$ cat src/rtl/control_unit.sv
// control_unit: multi-cycle fetch/decode/execute FSM driving the K&S data_path
package control_unit_pkg;
   typedef enum logic [3:0] {
      I_NOP, I_LOAD, I_STORE, I_MOVE, I_ADD, I_SUB, I_AND, I_OR,
      I_BRANCH, I_BZERO, I_BNEG, I_BOV, I_BNOV, I_BNNEG, I_BNZERO, I_HALT
   } decoded_instruction_type;
endpackage

module control_unit import control_unit_pkg::*; #(
   parameter int COUNT_W = 16
) (
   input  logic                    clk,
   input  logic                    rst,
   input  decoded_instruction_type decoded_instruction,
   input  logic                    zero_op,
   input  logic                    neg_op,
   input  logic                    unsigned_overflow,
   input  logic                    signed_overflow,
   output logic                    branch,
   output logic                    pc_enable,
   output logic                    ir_enable,
   output logic                    addr_sel,
   output logic                    c_sel,
   output logic [1:0]              operation,
   output logic                    write_reg_enable,
   output logic                    flags_reg_enable,
   output logic                    ram_write_enable,
   output logic                    halt,
   output logic [COUNT_W-1:0]      instr_count
);
   typedef enum logic [3:0] {
      FETCH, LOAD_IR, DECODE, LOAD_ADDR, LOAD_WB, STORE_WR, MOVE_EXEC, ALU_EXEC, BRANCH_EVAL, HALT
   } state_t;

   state_t state, next_state;
   logic   taken, retire;
   logic   unused_flag;

   // no branch condition looks at unsigned overflow
   assign unused_flag = unsigned_overflow;

   // branch condition from the registered flags
   always_comb begin
      taken = 1'b0;
      case (decoded_instruction)
         I_BRANCH: taken = 1'b1;
         I_BZERO:  taken = zero_op;
         I_BNZERO: taken = !zero_op;
         I_BNEG:   taken = neg_op;
         I_BNNEG:  taken = !neg_op;
         I_BOV:    taken = signed_overflow;
         I_BNOV:   taken = !signed_overflow;
         default:  taken = 1'b0;
      endcase
   end

   // state register
   always_ff @(posedge clk or posedge rst) begin
      if (rst) state <= FETCH;
      else     state <= next_state;
   end

   // next state and Moore outputs; BRANCH_EVAL also looks at the condition
   always_comb begin
      next_state       = state;
      branch           = 1'b0;
      pc_enable        = 1'b0;
      ir_enable        = 1'b0;
      addr_sel         = 1'b0;
      c_sel            = 1'b0;
      operation        = 2'b00;
      write_reg_enable = 1'b0;
      flags_reg_enable = 1'b0;
      ram_write_enable = 1'b0;
      halt             = 1'b0;
      case (state)
         FETCH: next_state = LOAD_IR;
         LOAD_IR: begin
            ir_enable  = 1'b1;
            next_state = DECODE;
         end
         DECODE: begin
            pc_enable = 1'b1;
            case (decoded_instruction)
               I_LOAD:  next_state = LOAD_ADDR;
               I_STORE: next_state = STORE_WR;
               I_MOVE:  next_state = MOVE_EXEC;
               I_ADD, I_SUB, I_AND, I_OR: next_state = ALU_EXEC;
               I_BRANCH, I_BZERO, I_BNEG, I_BOV, I_BNOV, I_BNNEG, I_BNZERO: next_state = BRANCH_EVAL;
               I_HALT:  next_state = HALT;
               default: next_state = FETCH;
            endcase
         end
         LOAD_ADDR: begin
            addr_sel   = 1'b1;
            next_state = LOAD_WB;
         end
         LOAD_WB: begin
            addr_sel         = 1'b1;
            c_sel            = 1'b1;
            write_reg_enable = 1'b1;
            next_state       = FETCH;
         end
         STORE_WR: begin
            addr_sel         = 1'b1;
            ram_write_enable = 1'b1;
            next_state       = FETCH;
         end
         MOVE_EXEC: begin
            operation        = 2'b10;
            write_reg_enable = 1'b1;
            next_state       = FETCH;
         end
         ALU_EXEC: begin
            operation        = decoded_instruction == I_AND ? 2'b01 :
                               decoded_instruction == I_OR  ? 2'b10 :
                               decoded_instruction == I_SUB ? 2'b11 : 2'b00;
            write_reg_enable = 1'b1;
            flags_reg_enable = 1'b1;
            next_state       = FETCH;
         end
         BRANCH_EVAL: begin
            pc_enable  = taken;
            branch     = taken;
            next_state = FETCH;
         end
         HALT: halt = 1'b1;
         default: next_state = FETCH;
      endcase
   end

   // an instruction retires whenever the FSM lands in FETCH or first enters HALT
   assign retire = (next_state == FETCH || next_state == HALT) && state != HALT;

   // saturating retired-instruction counter
   always_ff @(posedge clk or posedge rst) begin
      if (rst)                             instr_count <= '0;
      else if (retire && instr_count != '1) instr_count <= instr_count + COUNT_W'(1);
   end
endmodule
$ cat config.mk
export PLATFORM = sky130hd
export DESIGN_NAME = control_unit
export DESIGN_NICKNAME = d
export VERILOG_FILES = /design/src/rtl/control_unit.sv
export SDC_FILE = /design/constraint.sdc
export NUM_CORES = 1
export LEC_CHECK = 0
export BUFFER_PORTS_ARGS = -buffer_cell sky130_fd_sc_hd__buf_4
export CAP_MARGIN = 20
export CORE_MARGIN = 2
export CORE_UTILIZATION = 30
export CTS_BUF_LIST = sky130_fd_sc_hd__clkbuf_2
export CTS_CLUSTER_SIZE = 28
export DETAILED_ROUTE_END_ITERATION = 8
export GPL_TIMING_DRIVEN = 0
export SYNTH_ARGS = -nofsm -noshare
export SYNTH_HDL_FRONTEND = slang
export SYNTH_SLANG_ARGS = --single-unit
$ cat constraint.sdc
create_clock -name clk -period 2 [get_ports clk]
set_input_delay 0.2 -clock clk [delete_from_list [all_inputs] [get_ports clk]]
set_output_delay 0.2 -clock clk [all_outputs]
set_load 0.005 [all_outputs]
==> key figures <==
Run status
  – Outcome: complete, but fails checks
  – Failing checks: hold timing

Clock network
  – CTS Buffer Depth: 2
  – CTS Buf Count: 3
  – Clock Sinks: 20
  – # hold bufs at CTS: 0
  – CTS Root Cell: clkbuf_2
  – Worst-skew pair later-pin latency: roughly 320 ps
  – Clock transition at path regs: roughly 200 ps
  – CTS tree: done
  – Post-CTS setup buffer count: 0
  – # H-tree levels: 1

Die
  – CORE AREA: 0.00444 mm²
  – IO Count: 37
  – Effective utilization at floorplan: between 30% and 40%
  – Die Width: approximately 73 µm
  – FP Rows: 24
  – Die Height: approximately 73 µm
  – Die Area: 0.00527 mm²

Cells and area
  – Final instance area: around 0.0018 mm²
  – Layout area overhead: 24.5%
  – Antenna cell count: 0
  – Share of cells above drive strength 1: 34.3%
  – Commonest non-fill, non-tap cells in the layout: buf_4 (35), dfrtp_1 (19), xor2_1 (16)
  – Nets: 194
  – Leading cell type in the layout, fill and taps excluded: buf_4
  – Final Util: 39.6%
  – Fill count: about 450

Power
  – Sequential share of power: about a third
  – Clock share of power: around 9%
  – Combinational power share: 57.0%
  – Worst IR Drop VDD: 0.000472 V
  – Lkg Pwr: 0.857 nW
  – Switch Pwr: 0.000814 W
  – Sw frac: 43.0%
  – Int Power: 0.00108 W
  – Pwr per Cell Area: 1080 mW/mm²

Logic synthesis
  – Syn_nets: 156
  – Syn Area/Cell: 10.0 µm²
  – Register area share after synthesis: about 35%
  – Synthesized instance count: between 100 and 150
  – YS warnings: 0
  – Synth Register Bits: 20
  – Netlist Area Pre-Place: 0.00141 mm²
  – Distinct cell type count after synthesis: 44

Placed design
  – Dpl cell area: between 0.0015 and 0.002 mm²
  – Placer Congestion: 0.798
  – Port Buffers: 34
  – Final HPWL DP: between 2 and 2.5 mm

Global routing
  – First-pass GRT wire length: 5.30 mm
  – Pin count of the biggest net entering global routing: 21
  – Vias in the first global route: about 1,200
  – Overflow after GRT: 0
  – GR Util All Layers: between 10% and 20%
  – Initial antenna violation count: 0

Setup path
  – Crit-path cells: buf_6 > or2_1 > buf_4 > o311ai_4 > buf_8 > nor3_1 > xor2_1
  – CP required: 2220 ps
  – Reg2Reg Depth: 7
  – Startpoint types: flop
  – Slowest-stage cell, CP: o311ai_4
  – CP Data Arrival Time: 2120 ps
  – Worst r2r src: state[2]
  – CP Class: reg -> reg
  – FF-to-FF End: instr_count[6]
  – Worst-path fanout max: 10
  – Flop-to-flop setup slack: 100 ps
  – CP Capture Type: flop
  – Crit-path max cell delay: about 430 ps

Drt
  – Post-route DRC: 0
  – Via-to-Cell Ratio: 4.97
  – Via count: ~1,100
  – Starting DRC count in detailed routing: 70
  – Wire length per cell: about 13 µm
  – DR pass1 iterations: 6
  – Total length of routed wires: 3.06 mm
  – Remaining antenna violation count after routing: 0

Timing
  – Fmax achieved: approximately 530 MHz
  – RSZ-0062 raised after global routing: no
  – Setup TNS: 0 ps
  – Final setup vio count: 0
  – Min Tclk post-route: 1900 ps
  – Least-Margin Pin Slew: approximately 730 ps
  – Tcrit/Tclk final: 95.1%
  – Final Hold Slack: -25.9 ps
  – Worst slew margin: approximately 51%
  – Slew Limit Fails: 0
  – Setup Skew: 3.54 ps
  – Hold Vio Cnt, Final: 20

Min path
  – Hold Path Class: in -> async

Job
  – Max cap viols: 0
kinds of logic after synthesis:
family,share of synthesized area (%)
flops,35.4
buf+inv,6.29
compound gates,12.7
xor+xnor,9.92
fa+ha+maj,4.43
simple gates,30.5
mux,0.797
what timing repair did:
item / in CTS / in global routing
pin swaps: 0 / 1
setup endpoints to repair: 1 / 11
resized for setup: 1 / 3
power groups by stage:
stage | clock (W) | sequential [W] | combinational (W)
global placement | 0 | 0.000628 | 0.00111
finish | 0.000172 | 0.000643 | 0.00108
CTS | 0.000180 | 0.000620 | 0.00112
floorplan | 0 | 0.000611 | 0.000776
global route | 0.000189 | 0.000667 | 0.00119
detailed placement | 0 | 0.000627 | 0.00112
per-layer routing:
| metal | vias to the layer above | wire length, µm | GRT usage [%] |
|---|---|---|---|
| li1 | 569 | - | - |
| met1 | 536 | 1470 | 16.8 |
| met2 | 36 | 1460 | 20.7 |
| met3 | 2 | 117 | 1.52 |
| met4 | 0 | 8 | 4.32 |
| met5 | - | 0 | 0 |
worst max path at each step:
stage                     slack (ps)         endpoint  depth (start not counted)              startpoint
after floorplan                  220  instr_count[12]                          8                state[2]
after global placement            70   instr_count[9]                          8  decoded_instruction[0]
after detailed placement          10  instr_count[14]                          9  decoded_instruction[0]
after CTS                         80   instr_count[6]                          7                state[2]
after global routing              20   instr_count[6]                          7                state[2]
final                            100   instr_count[6]                          7                state[2]
area by class of cell:
| class | count | area (µm²) | share of cell area [%] |
|---|---|---|---|
| clock buffers | 3 | 15.0 | 0.853 |
| well taps | 52 | 65.1 | 3.70 |
| plain buffers | 7 | 60.1 | 3.41 |
| inverters | 7 | 26.3 | 1.49 |
| clock inverters | 1 | 3.75 | 0.213 |
| repair buffers | 34 | 255 | 14.5 |
| multi-input cells | 106 | 832 | 47.3 |
| flip-flops and latches | 20 | 502 | 28.5 |
through the flow:
step / std cells / worst slack (ps) / total power, W
finish: 230 / 97.5 / 0.00190
detailed placement: 227 / 13.9 / 0.00174
global route: 230 / 16.2 / 0.00204
global placement: 227 / 67.8 / 0.00173
floorplan: 141 / 216 / 0.00139
CTS: 231 / 80.7 / 0.00192
worst max-delay path: cells and delay by family, from the launching register on:
family                    cells  cell delay (ps)
xor gates and xnor gates      1              150
DFF                           1              420
buffers and inverters         3              510
AOI/OAI and AO/OA             1              430
and+or+nand+nor               2              290
state kept, by name, summed over array words and instances (netlist names):
signal       cells
instr_count     16
state            4
cell usage after synthesis (all sizes together):
cell type   n  area [µm²]
nand4bb     1        11.3
a211oi      1        7.51
o21a        1        7.51
nor2       14        55.1
buf         7        58.8
nor3b       1        12.5
o21ai       2        10.0
o32a        2        32.5
nand3       6        30.0
nor4        8         114
and3        3        18.8
and4        1        11.3
or2         1        6.26
a22oi       1        7.51
o21bai      2        15.0
a21o        1        7.51
a21boi      1        7.51
mux2        1        11.3
inv         7        26.3
nor2b       2        12.5
nand2b      2        12.5
ha          5        62.6
xor2       16         140
nand2      11        41.3
a21oi       7        35.0
o221a       1        11.3
o2111a      1        11.3
nor3        5        25.0
and2        2        15.0
dfrtp      20         500
o311ai      1        26.3
or3         1        6.26
clkbuf      1        3.75
nor4b       5        58.8
No activity file was read; power rests on OpenSTA's default activity.
